**src/rtl/clause_eval_pkg.sv**
```systemverilog
// Shared types for the chunked clause evaluator: result encoding, FSM states
// and the saturating free-literal adder used when folding chunks together.
package clause_eval_pkg;

  typedef enum logic [1:0] {
    UNRESOLVED = 2'd0,
    UNIT       = 2'd1,
    SAT        = 2'd2,
    CONFLICT   = 2'd3
  } clause_result_t;

  typedef enum logic [1:0] {
    IDLE = 2'd0,
    SCAN = 2'd1,
    DONE = 2'd2
  } state_t;

  // Free-literal counts only need to distinguish 0, 1 and "2 or more".
  function automatic logic [1:0] sat_add2(input logic [1:0] a, input logic [1:0] b);
    logic [2:0] sum;
    sum = {1'b0, a} + {1'b0, b};
    return (sum >= 3'd2) ? 2'd2 : sum[1:0];
  endfunction

  function automatic clause_result_t resolve(input logic any_true, input logic [1:0] free_cnt);
    if (any_true)              return SAT;
    else if (free_cnt == 2'd1) return UNIT;
    else if (free_cnt == 2'd2) return UNRESOLVED;
    else                       return CONFLICT;
  endfunction

endpackage

```
**src/rtl/chunk_lit_eval.sv**
```systemverilog
// Combinational view of one chunk: any true literal, saturating free-literal
// count, and the ID/pole of the lowest-slot free literal.
module chunk_lit_eval #(
  parameter int VAR_PER_CLAUSE = 5,
  parameter int NUM_VARIABLE   = 128,
  localparam int VAR_W         = $clog2(NUM_VARIABLE)
) (
  input  logic [VAR_PER_CLAUSE-1:0]            unassign,
  input  logic [VAR_PER_CLAUSE-1:0]            clause_mask,
  input  logic [VAR_PER_CLAUSE-1:0]            clause_pole,
  input  logic [VAR_PER_CLAUSE-1:0]            val,
  input  logic [VAR_PER_CLAUSE-1:0][VAR_W-1:0] variable,
  output logic                                 any_true,
  output logic [1:0]                           free_cnt,
  output logic [VAR_W-1:0]                     first_var,
  output logic                                 first_pole
);

  logic found;

  always_comb begin
    any_true   = 1'b0;
    free_cnt   = 2'd0;
    first_var  = '0;
    first_pole = 1'b0;
    found      = 1'b0;
    for (int i = 0; i < VAR_PER_CLAUSE; i++) begin
      if (clause_mask[i] && !unassign[i] && (val[i] ^ clause_pole[i])) begin
        any_true = 1'b1;
      end
      if (clause_mask[i] && unassign[i]) begin
        if (!found) begin
          first_var  = variable[i];
          first_pole = clause_pole[i];
          found      = 1'b1;
        end
        if (free_cnt != 2'd2) free_cnt = free_cnt + 2'd1;
      end
    end
  end

endmodule

```
**src/rtl/wide_clause_eval.sv**
```systemverilog
// Evaluates a clause delivered as up to MAX_CHUNKS chunks of literal slots.
// Optional stat_units/stat_conflicts counters under WIDE_CLAUSE_EVAL_STATS_EN.
module wide_clause_eval
  import clause_eval_pkg::*;
#(
  parameter int VAR_PER_CLAUSE  = 5,
  parameter int NUM_VARIABLE    = 128,
  parameter int MAX_CHUNKS      = 4,
  localparam int VARIABLE_INDEX = $clog2(NUM_VARIABLE) - 1,
  localparam int CNT_W          = $clog2(MAX_CHUNKS + 1)
) (
  input  logic                                          clock,
  input  logic                                          reset,
  input  logic                                          in_valid,
  output logic                                          in_ready,
  input  logic                                          in_last,
  input  logic [VAR_PER_CLAUSE-1:0]                     unassign,
  input  logic [VAR_PER_CLAUSE-1:0]                     clause_mask,
  input  logic [VAR_PER_CLAUSE-1:0]                     clause_pole,
  input  logic [VAR_PER_CLAUSE-1:0]                     val,
  input  logic [VAR_PER_CLAUSE-1:0][VARIABLE_INDEX:0]   variable,
  output logic                                          out_valid,
  input  logic                                          out_ready,
  output clause_result_t                                result,
  output logic [VARIABLE_INDEX:0]                       implied_variable,
  output logic                                          new_val,
  output logic                                          truncated,
  output state_t                                        state_dbg
`ifdef WIDE_CLAUSE_EVAL_STATS_EN
  ,
  output logic [15:0]                                   stat_units,
  output logic [15:0]                                   stat_conflicts
`endif
);

  // Handshakes: a transfer happens on a rising edge where valid & ready are both
  // high; in_ready/out_valid depend only on state, never on the partner's valid/ready.

  state_t                  state_q, state_d;
  logic                    any_true_q, any_true_d;
  logic [1:0]              free_cnt_q, free_cnt_d;
  logic [VARIABLE_INDEX:0] cap_var_q, cap_var_d;
  logic                    cap_pole_q, cap_pole_d;
  logic [CNT_W-1:0]        chunk_cnt_q, chunk_cnt_d;
  clause_result_t          result_q, result_d;
  logic [VARIABLE_INDEX:0] implied_q, implied_d;
  logic                    new_val_q, new_val_d;
  logic                    truncated_q, truncated_d;

  logic                    c_any_true;
  logic [1:0]              c_free_cnt;
  logic [VARIABLE_INDEX:0] c_first_var;
  logic                    c_first_pole;

  logic                    accept;
  logic                    base_any;
  logic [1:0]              base_free;
  logic                    m_any;
  logic [1:0]              m_free;
  logic [VARIABLE_INDEX:0] m_var;
  logic                    m_pole;
  logic [CNT_W-1:0]        cnt_inc;
  logic                    hit_max;
  clause_result_t          m_result;

  chunk_lit_eval #(
    .VAR_PER_CLAUSE (VAR_PER_CLAUSE),
    .NUM_VARIABLE   (NUM_VARIABLE)
  ) u_chunk (
    .unassign    (unassign),
    .clause_mask (clause_mask),
    .clause_pole (clause_pole),
    .val         (val),
    .variable    (variable),
    .any_true    (c_any_true),
    .free_cnt    (c_free_cnt),
    .first_var   (c_first_var),
    .first_pole  (c_first_pole)
  );

  always_comb begin
    accept    = in_valid && (state_q != DONE);
    // A chunk accepted in IDLE starts a fresh clause, so it folds into zeros.
    base_any  = (state_q == IDLE) ? 1'b0 : any_true_q;
    base_free = (state_q == IDLE) ? 2'd0 : free_cnt_q;
    m_any     = base_any | c_any_true;
    m_free    = sat_add2(base_free, c_free_cnt);
    m_var     = (base_free == 2'd0) ? c_first_var  : cap_var_q;
    m_pole    = (base_free == 2'd0) ? c_first_pole : cap_pole_q;
    cnt_inc   = (state_q == IDLE) ? CNT_W'(1) : chunk_cnt_q + CNT_W'(1);
    hit_max   = (cnt_inc == CNT_W'(MAX_CHUNKS));
    m_result  = resolve(m_any, m_free);

    state_d     = state_q;
    any_true_d  = any_true_q;
    free_cnt_d  = free_cnt_q;
    cap_var_d   = cap_var_q;
    cap_pole_d  = cap_pole_q;
    chunk_cnt_d = chunk_cnt_q;
    result_d    = result_q;
    implied_d   = implied_q;
    new_val_d   = new_val_q;
    truncated_d = truncated_q;

    case (state_q)
      IDLE, SCAN: begin
        if (accept) begin
          any_true_d  = m_any;
          free_cnt_d  = m_free;
          cap_var_d   = m_var;
          cap_pole_d  = m_pole;
          chunk_cnt_d = cnt_inc;
          if (in_last || hit_max) begin
            state_d     = DONE;
            chunk_cnt_d = '0;
            result_d    = m_result;
            implied_d   = (m_result == UNIT) ? m_var   : '0;
            new_val_d   = (m_result == UNIT) ? ~m_pole : 1'b0;
            truncated_d = hit_max && !in_last;
          end else begin
            state_d = SCAN;
          end
        end
      end
      DONE: begin
        if (out_ready) state_d = IDLE;
      end
      default: state_d = IDLE;
    endcase
  end

  always_ff @(posedge clock) begin
    if (reset) begin
      state_q     <= IDLE;
      any_true_q  <= 1'b0;
      free_cnt_q  <= 2'd0;
      cap_var_q   <= '0;
      cap_pole_q  <= 1'b0;
      chunk_cnt_q <= '0;
      result_q    <= UNRESOLVED;
      implied_q   <= '0;
      new_val_q   <= 1'b0;
      truncated_q <= 1'b0;
    end else begin
      state_q     <= state_d;
      any_true_q  <= any_true_d;
      free_cnt_q  <= free_cnt_d;
      cap_var_q   <= cap_var_d;
      cap_pole_q  <= cap_pole_d;
      chunk_cnt_q <= chunk_cnt_d;
      result_q    <= result_d;
      implied_q   <= implied_d;
      new_val_q   <= new_val_d;
      truncated_q <= truncated_d;
    end
  end

  assign in_ready         = (state_q != DONE);
  assign out_valid        = (state_q == DONE);
  assign result           = result_q;
  assign implied_variable = implied_q;
  assign new_val          = new_val_q;
  assign truncated        = truncated_q;
  assign state_dbg        = state_q;

`ifdef WIDE_CLAUSE_EVAL_STATS_EN
  logic [15:0] stat_units_q, stat_units_d;
  logic [15:0] stat_conflicts_q, stat_conflicts_d;
  logic        out_fire;

  always_comb begin
    out_fire         = (state_q == DONE) && out_ready;
    stat_units_d     = stat_units_q;
    stat_conflicts_d = stat_conflicts_q;
    if (out_fire && result_q == UNIT && stat_units_q != 16'hFFFF)
      stat_units_d = stat_units_q + 16'd1;
    if (out_fire && result_q == CONFLICT && stat_conflicts_q != 16'hFFFF)
      stat_conflicts_d = stat_conflicts_q + 16'd1;
  end

  always_ff @(posedge clock) begin
    if (reset) begin
      stat_units_q     <= '0;
      stat_conflicts_q <= '0;
    end else begin
      stat_units_q     <= stat_units_d;
      stat_conflicts_q <= stat_conflicts_d;
    end
  end

  assign stat_units     = stat_units_q;
  assign stat_conflicts = stat_conflicts_q;
`endif

endmodule

```
**config.mk**
```make
export PLATFORM = sky130hd
export DESIGN_NAME = wide_clause_eval
export DESIGN_NICKNAME = d
export VERILOG_FILES = /design/src/rtl/clause_eval_pkg.sv /design/src/rtl/chunk_lit_eval.sv /design/src/rtl/wide_clause_eval.sv
export SDC_FILE = /design/constraint.sdc
export NUM_CORES = 1
export LEC_CHECK = 0
export ABC_AREA = 1
export CAP_MARGIN = 40
export CELL_PAD_IN_SITES_DETAIL_PLACEMENT = 0
export CELL_PAD_IN_SITES_GLOBAL_PLACEMENT = 1
export CORE_MARGIN = 2
export CORE_UTILIZATION = 33
export DETAILED_ROUTE_END_ITERATION = 8
export PLACE_DENSITY_LB_ADDON = 0.1
export SYNTH_ARGS = -nofsm -noshare
export SYNTH_HDL_FRONTEND = slang
export SYNTH_HIERARCHICAL = 1
export SYNTH_SLANG_ARGS = --single-unit
```
**constraint.sdc**
```tcl
create_clock -name clock -period 7.3 [get_ports clock]
set_clock_uncertainty 0.2 [all_clocks]
set_input_delay 1.46 -clock clock [delete_from_list [all_inputs] [get_ports clock]]
set_output_delay 1.46 -clock clock [all_outputs]
set_load 0.005 [all_outputs]
```
==> results.json, run 1 <==
{
  "synth_fp_nets": 429,
  "start_util_pct": 34.3,
  "tns_ns": 0,
  "first_pass_iters": 4,
  "synth_edf_count": 0,
  "clockBufferDepth": 2,
  "fin_crit_sh_pct": 77.1,
  "drt_iter0_drc": 79,
  "routed_wl_mm": 5.87,
  "overflow": 0,
  "rsz0062_at_grt": "false",
  "htree_num_levels": 1,
  "vias": 2386,
  "dieHeight_um": 85.5,
  "hold_path.class": "reg2reg",
  "leakage_uw": 0.00138,
  "path_clk_slew_ns": 0.09,
  "final_nets": 496,
  "post_synth.cell_area_avg_um2": 6.06,
  "die_w_um": 85.5,
  "tritoncts": "yes",
  "io_buffers": 74,
  "layout_setup_ws_ns": 1.67,
  "synth_largest_area_cell": "dfxtp_1",
  "grt_max_degree": 25,
  "finalHoldViolCount": 0,
  "antenna_left": 0,
  "endpoint_kind": "flop",
  "numCtsBuffers": 3,
  "syn_inst": 362,
  "max_slew_margin_pct": 63.9,
  "antenna_found_initial": 0,
  "synth-seq-area-share_pct": 24.6,
  "wl_per_cell_um": 11.6,
  "cts_sinks": 27,
  "max_freq_mhz": 178,
  "hold_buffers": 0,
  "area_growth_pct": 36.2,
  "num_io_pins": 75,
  "worst_pin_slew_ns": 0.540,
  "final_cells": 505,
  "path_class": "in2reg",
  "synth_top_area_share_pct": 24.6,
  "ys_types": 33,
  "drc_errors": 0,
  "grt_pass1_vias": 2249,
  "clock_latency_ns": 0.27,
  "gr-usage-all-layers_pct": 16.5,
  "syn_area_um2": 2190,
  "min_from": "implied_variable[6]$_SDFFE_PP0P_",
  "synthTopCellsByArea": "dfxtp_1, nor2_1, nand2_1",
  "path_max_fanout": 12,
  "crit_start": "clause_mask[0]",
  "postCtsSetupBuffers": 0,
  "dp_cells": 501,
  "vias_per_cell": 4.72,
  "async_reset_ff_share_pct": 0,
  "core_um2": 6390,
  "dieArea_um2": 7310,
  "grt_pass1_wl_mm": 9.85,
  "p_total_uw": 395,
  "synth_ff_type": "dfxtp_1",
  "yosysWarnings": 6,
  "arrival_ns": 5.63,
  "cp-start-kind": "primary input",
  "setup_viol": 0,
  "peakVddDrop_mv": 0.0816,
  "row_count": 29,
  "power_density_nw_per_um2": 132,
  "maxCapViolations": 0,
  "cts_resized": 0,
  "status": "completed",
  "dpl_worst_slack_ns": 1.35,
  "min_period_ns": 5.63,
  "gp_congestion": 0.851,
  "drv_slew": 0,
  "synth_seq_cells": 27,
  "layout-drive-gt1-share_pct": 7.01,
  "antenna_cells": 0,
  "crit_required_ns": 7.30,
  "r2r-start": "state_dbg[1]$_SDFFE_PP0P_",
  "clockRootBuffer": "clkbuf_8",
  "dp_hpwl_mm": 4.90
}
[report_power, final]
group          switching, µW  leakage (µW)  total, µW  internal, µW
logic                   78.3       0.00113        147          68.6
registers               6.17      0.000220        163           156
clock network           47.8     0.0000255       86.1          38.3
[metrics by stage]
| step | hold WS [ns] | area, µm² | utilization [%] |
|---|---|---|---|
| detailed placement | 0.257 | 2940 | 46.0 |
| finish | 0.266 | 2990 | 46.8 |
| floorplan | 0.251 | 2190 | - |
| global placement | 0.249 | 2940 | 46.0 |
| global route | 0.287 | 2990 | 46.8 |
| CTS | 0.272 | 2990 | 46.8 |
[sequential cells by signal (all words and copies together), names as in the netlist]
register,cells
state_dbg,2
chunk_cnt_q,3
new_val,1
truncated,1
any_true_q,1
free_cnt_q,2
cap_pole_q,1
result,2
implied_variable,7
cap_var_q,7
[area by class of cell]
cell class	count	area [µm²]
clock buffers	3	41.3
clock inverters	1	5.00
fillers	696	3400
inverters	44	165
multi-input cells	279	1400
flip-flops and latches	27	541
well taps	77	96.3
repair buffers	74	741
[cell families after synthesis]
group                    after synthesis  share of synthesized area (%)
adder cells (fa/ha/maj)                7                           4.34
AO/OA/AOI/OAI                         44                           12.4
buffers and inverters                 56                           11.6
AND/OR/NAND/NOR                      228                           46.9
flip-flops                            27                           24.6
[Yosys cell counts (2+ instances only)]
master,instances
a21oi_1,15
nor2_4,4
clkbuf_1,2
nand4_1,12
nand3_4,2
o21a_1,5
nand2_2,7
buf_4,2
buf_2,4
ha_1,6
buf_6,3
o211ai_1,2
or2_1,2
inv_1,40
dfxtp_1,27
o21ai_1,11
nand2_1,81
nand3_1,23
o21ai_0,5
nor2_1,91
inv_2,4
or2_2,2
a21oi_4,2
[critical path, stage by stage]
cell and delay, ns:
clkdlybuf4s50_1 0.67, nand2_2 0.14, ha_1 0.41, nand3_4 0.22, nand2_1 0.07, ha_1 0.17
or2_2 0.30, nand2_1 0.08, ha_1 0.14, nand2_1 0.05, nand2_1 0.07, ha_1 0.16
fa_1 0.41, nor2_1 0.19, nand2_1 0.10, ha_1 0.29, inv_1 0.07, nand4_1 0.16
a21oi_4 0.25, nand2_1 0.08, a21oi_1 0.13
[metal layers]
metal,track usage (%),up-vias,wire length [µm]
met1,22.8,1061,2930
met2,28.0,42,2740
met5,0,-,0
li1,-,1279,-
met3,2.60,4,190
met4,1.73,0,18
[layout by cell type, fill, tap and decap left out]
cell and n:
nand4_1 12, o21ai_2 1, nor2_2 1, a211oi_1 1, o21ai_1 11, o21ai_0 5
fa_1 1, nand3_4 2, nand3_2 1, clkinv_2 1, nand4_4 1, nand3_1 23
nor2_4 4, nand2_1 81, inv_1 40, nor2_1 91, inv_2 4, o211ai_1 2
dfxtp_1 27, a21oi_2 1, a21boi_0 1, or2_1 2, nand3b_1 1, a21oi_1 15
clkdlybuf4s50_1 74, ha_1 6, o21a_1 5, or2_2 2, nand2_2 7, a21oi_4 2
clkbuf_8 3
[worst paths after layout]
check,depth (start not counted),slack (ns),end
max,21,1.67,implied_variable[2]$_SDFFE_PP0P_
min,2,0.27,implied_variable[6]$_SDFFE_PP0P_
max reg2reg,12,4.43,implied_variable[2]$_SDFFE_PP0P_
min reg2reg,2,0.27,implied_variable[6]$_SDFFE_PP0P_
Note: power is estimated with default switching activity, not from simulation.
==> run 2, diff against run 1 <==
CORE_UTILIZATION = 28   (was 33)
clock period = 4.52 ns   (was 7.3 ns; I/O delays follow)
==> results.json, run 2 (synthesized netlist as in run 1, its figures left out) <==
{
  "status": "completed",
  "postCtsSetupBuffers": 0,
  "gr-usage-all-layers_pct": 14.8,
  "power_frac_clock_pct": 20.9,
  "max_freq_mhz": 241,
  "clockBufferDepth": 2,
  "place_area_um2": 3080,
  "antenna_left": 0,
  "dp_cells": 540,
  "maxCapViolations": 0,
  "gp_congestion": 0.833,
  "clockRootBuffer": "clkbuf_8",
  "rsz0062_at_grt": "false",
  "layout-drive-gt1-share_pct": 12.7,
  "dp_hpwl_mm": 5.11,
  "cp-start-kind": "primary input",
  "grt_use_met3_pct": 2.77,
  "crit_start": "clause_mask[1]",
  "drv_slew": 0,
  "vias": 2431,
  "path_clk_slew_ns": 0.09,
  "drt_iter0_drc": 74,
  "arrival_ns": 4.16,
  "clock_latency_ns": 0.27,
  "p_total_uw": 656,
  "endpoint_kind": "flop",
  "wl_per_cell_um": 11.4,
  "layout_common_cells": "nor2_1, nand2_1, clkdlybuf4s50_1",
  "grt_max_degree": 25,
  "leakage_uw": 0.00150,
  "first_pass_iters": 4,
  "intPower_uw": 438,
  "grt-busiest-layer": "met2",
  "cts_sinks": 27,
  "path_class": "in2reg",
  "p_sw_share_pct": 33.3,
  "min_period_ns": 4.16,
  "routed_wl_mm": 6.19,
  "min_from": "result[0]$_SDFFE_PP0P_",
  "grt_pass1_vias": 2340,
  "row_count": 32,
  "fin_area_um2": 3170,
  "final_cells": 544,
  "power_density_nw_per_um2": 207,
  "comb_power_share_pct": 39.1,
  "antenna_found_initial": 0,
  "htree_num_levels": 1,
  "utilization_pct": 41.5,
  "whs_path_depth": 2,
  "final_common_cell": "nor2_1",
  "hold_path.class": "reg2reg",
  "finalHoldViolCount": 0,
  "path_max_fanout": 7,
  "area_growth_pct": 44.6,
  "max_slew_margin_pct": 63.9,
  "vias_per_cell": 4.47,
  "dieArea_um2": 8560,
  "drc_errors": 0,
  "dieHeight_um": 92.5,
  "power.switching_uw": 218,
  "antenna_cells": 0,
  "peakVddDrop_mv": 0.128,
  "rr_worst_depth": 12,
  "overflow": 0,
  "met2_usage_pct": 24.8,
  "numCtsBuffers": 3,
  "seqPwrFrac_pct": 40.0,
  "setup_viol": 0,
  "io_buffers": 74,
  "start_util_pct": 28.7,
  "dpl_worst_slack_ns": -0.327,
  "core_um2": 7650,
  "crit_required_ns": 4.52,
  "grtUsageMet1_pct": 20.5,
  "final_nets": 510,
  "r2r-start": "state_dbg[1]$_SDFFE_PP0P_",
  "fin_crit_sh_pct": 92.0,
  "num_io_pins": 75,
  "layout_setup_ws_ns": 0.362,
  "die_w_um": 92.5,
  "tritoncts": "yes",
  "grt_pass1_wl_mm": 10.3,
  "worst_pin_slew_ns": 0.540
}
[run 2: cell types whose count changed in the layout (fill, tap and decap cells not counted), sizes merged]
| cell | delta |
|---|---|
| buf | +14 |
| clkdlybuf4s50 | -6 |
| dlymetal6s2s | +6 |
[run 2: layer usage]
metal  part of all wire, %  routed length (µm)
met1                    52                3200
met2                    44                2750
met3                   3.7                 229
met4                  0.19                  12
met5                     0                   0
[run 2: through the flow]
stage                     setup TNS (ns)  hold slack [ns]
after detailed placement           -2.19            0.262
after floorplan                        0            0.251
after global routing                   0            0.292
after CTS                              0            0.275
final                                  0            0.269
after global placement             -1.76            0.253
[run 2: power by group through the flow]
stage               logic [µW]  registers [µW]  clock network (µW)
floorplan                  148             267                   0
global placement           255             268                   0
detailed placement         255             268                   0
CTS                        257             263                 144
global route               291             264                 155
finish                     257             262                 137
[run 2: repair_timing]
item | in CTS | in global routing
hold buffers | 0 | 0
pin swaps | 2 | 8
endpoints found under the setup margin | 1 | 8
cloned | 0 | 0
gates resized for setup | 1 | 17
[run 2: cell type report]
class	count	area (µm²)
Fill cell	827	4480
Multi-Input combinational cell	279	1430
Timing Repair Buffer	88	861
Sequential cell	27	541
Inverter	44	165
Tap cell	102	128
Clock buffer	3	41.3
Clock inverter	1	5.00
[run 2: worst paths after layout]
path	endpoint	slack, ns
worst min register to register	result[0]$_SDFFE_PP0P_	0.27
worst max-delay path	implied_variable[0]$_SDFFE_PP0P_	0.36
worst max register to register	implied_variable[0]$_SDFFE_PP0P_	1.65
worst min-delay path	result[0]$_SDFFE_PP0P_	0.27
[run 2: worst max-delay path, stage by stage]
cell	delay, ns
dlymetal6s2s_1	0.12
nand2_2	0.08
ha_2	0.33
o21ai_2	0.07
ha_1	0.28
nand2_1	0.05
nand2_1	0.08
inv_1	0.04
ha_1	0.16
nand2_1	0.06
nand2_1	0.05
ha_2	0.18
fa_1	0.49
nor2_2	0.15
nand2_1	0.09
ha_1	0.29
inv_1	0.07
nand4_1	0.15
a21oi_4	0.28
nand2_1	0.08
a21oi_1	0.14
==> run 3, diff against run 2 <==
==> constraint.sdc (replaced) <==
create_clock -name clock -period 4.52 [get_ports clock]
set_clock_uncertainty 0.2 [all_clocks]
set_input_delay 0.678 -clock clock [delete_from_list [all_inputs] [get_ports clock]]
set_output_delay 0.678 -clock clock [all_outputs]
set_load 0.005 [all_outputs]
==> results.json, run 3 (synthesized netlist as in run 1, its figures left out) <==
{
  "peakVddDrop_mv": 0.108,
  "grt_pass1_vias": 2292,
  "overflow": 0,
  "hold_slack_ns": 0.267,
  "rr_endpoint": "implied_variable[3]$_SDFFE_PP0P_",
  "max_freq_mhz": 233,
  "htree_num_levels": 1,
  "power_frac_clock_pct": 21.2,
  "routed_wl_mm": 6.22,
  "drc_errors": 0,
  "grt_pass1_wl_mm": 10.4,
  "crit_slowest_cell": "clkdlybuf4s50_1",
  "cp-start-kind": "primary input",
  "min_period_ns": 4.28,
  "io_buffers": 74,
  "drt_iter0_drc": 80,
  "wl_per_cell_um": 11.4,
  "num_io_pins": 75,
  "min_from": "result[0]$_SDFFE_PP0P_",
  "cts_sinks": 27,
  "crit_required_ns": 4.52,
  "die_w_um": 92.5,
  "tns_ns": 0,
  "row_count": 32,
  "final_nets": 510,
  "grt_max_degree": 25,
  "antenna_left": 0,
  "vias": 2417,
  "path_clk_slew_ns": 0.09,
  "max_stage_delay_ns": 0.49,
  "antenna_cells": 0,
  "comb_power_share_pct": 39.2,
  "first_pass_iters": 4,
  "seqPwrFrac_pct": 39.6,
  "crit_start": "clause_mask[1]",
  "start_util_pct": 28.7,
  "numCtsBuffers": 3,
  "worst_pin_slew_ns": 0.539,
  "r2r_slack_ns": 1.70,
  "path_cells": "clkdlybuf4s50_1, nand2_2, ha_1, o21ai_1, ha_1, or2_2, nand2_1, ha_1, nand2_1, nand2_1, ha_1, fa_1, nor2_2, nand2_2, ha_1, inv_1, nand4_1, a21oi_4, nand2_1, a21oi_1",
  "intPower_uw": 440,
  "clockBufferDepth": 2,
  "dp_hpwl_mm": 5.16,
  "endpoint": "implied_variable[3]$_SDFFE_PP0P_",
  "rr_worst_depth": 12,
  "fin_crit_sh_pct": 94.8,
  "dieArea_um2": 8560,
  "layout_common_cells": "nor2_1, nand2_1, clkdlybuf4s50_1",
  "antenna_found_initial": 0,
  "clock_latency_ns": 0.28,
  "vias_per_cell": 4.44,
  "endpoint_kind": "flop",
  "layout-drive-gt1-share_pct": 11.1,
  "arrival_ns": 4.29,
  "tritoncts": "yes",
  "final_common_cell": "nor2_1",
  "core_um2": 7650,
  "cpMostUsedCell": "ha_1",
  "gp_congestion": 0.810,
  "leakage_uw": 0.00145,
  "p_sw_share_pct": 33.6,
  "area_growth_pct": 43.0,
  "hold_path.class": "reg2reg",
  "rsz0062_at_grt": "true",
  "hold_buffers": 0,
  "maxCapViolations": 0,
  "drv_slew": 0,
  "r2r-start": "state_dbg[1]$_SDFFE_PP0P_",
  "finalHoldViolCount": 0,
  "utilization_pct": 41.0,
  "setup_viol": 0,
  "max_slew_margin_pct": 64.0,
  "power.switching_uw": 222,
  "clockRootBuffer": "clkbuf_8",
  "path_class": "in2reg",
  "power_density_nw_per_um2": 211,
  "dieHeight_um": 92.5,
  "path_max_fanout": 7,
  "gr-usage-all-layers_pct": 15.0,
  "status": "completed"
}
==> run 3: changes by cell type in the layout (fill, tap and decap cells not counted), moves of 2 or more <==
cell	before	now
a21oi_1	12	14
o21ai_2	3	1
ha_2	2	0
ha_1	4	6
dlymetal6s2s_1	6	0
o21ai_1	9	11
clkdlybuf4s50_1	68	74
a21oi_2	4	2
==> run 3: power by group through the flow <==
| stage | Clock, µW | Sequential (µW) | Combinational (µW) |
|---|---|---|---|
| after CTS | 146 | 263 | 253 |
| after floorplan | 0 | 267 | 148 |
| after global placement | 0 | 268 | 250 |
| after detailed placement | 0 | 268 | 252 |
| after global routing | 154 | 264 | 295 |
| final | 140 | 262 | 259 |
==> run 3: area by class of cell <==
cell class              instances  area, µm²
fillers                       834       4510
multi-input cells             279       1410
clock inverters                 1       5.00
inverters                      44        165
clock buffers                   3       41.3
flip-flops and latches         27        541
repair buffers                 88        846
well taps                     102        128
==> run 3: repair_timing <==
item                                    4_1_cts  5_1_grt
resized for setup                             0        5
setup buffers                                 0        2
endpoints found under the setup margin        0        8
==> run 3: per-stage QoR <==
step           setup WS (ns)  area, µm²  total power (µW)  std cells
6_report               0.236       3140               662        544
5_1_grt              -0.0205       3140               713        544
4_1_cts                0.129       3110               662        542
3_5_place_dp          -0.164       3060               520        538
3_3_place_gp         -0.0135       3060               517        538
2_1_floorplan          0.315       2190               415        362
==> run 3: layer usage <==
layer	global-route usage, %	part of all wire, %
met3	2.52	5.1
met4	1.49	0.26
met1	20.5	49
met2	25.5	45
met5	0	0
==> run 3: worst min-delay path by stage <==
stage | end | cells after the start
after global placement | result[0]$_SDFFE_PP0P_ | 2
after CTS | implied_variable[6]$_SDFFE_PP0P_ | 2
final | result[0]$_SDFFE_PP0P_ | 2
after global routing | implied_variable[1]$_SDFFE_PP0P_ | 2
after floorplan | result[0]$_SDFFE_PP0P_ | 2
after detailed placement | implied_variable[6]$_SDFFE_PP0P_ | 2
==> run 3: worst max-delay path: cells and delay by family <==
family | cells | cell delay, ns
adders and majority gates | 6 | 1.49
and+or+nand+nor | 9 | 1.06
AOI/OAI and AO/OA | 3 | 0.49
buffers and inverters | 2 | 0.56
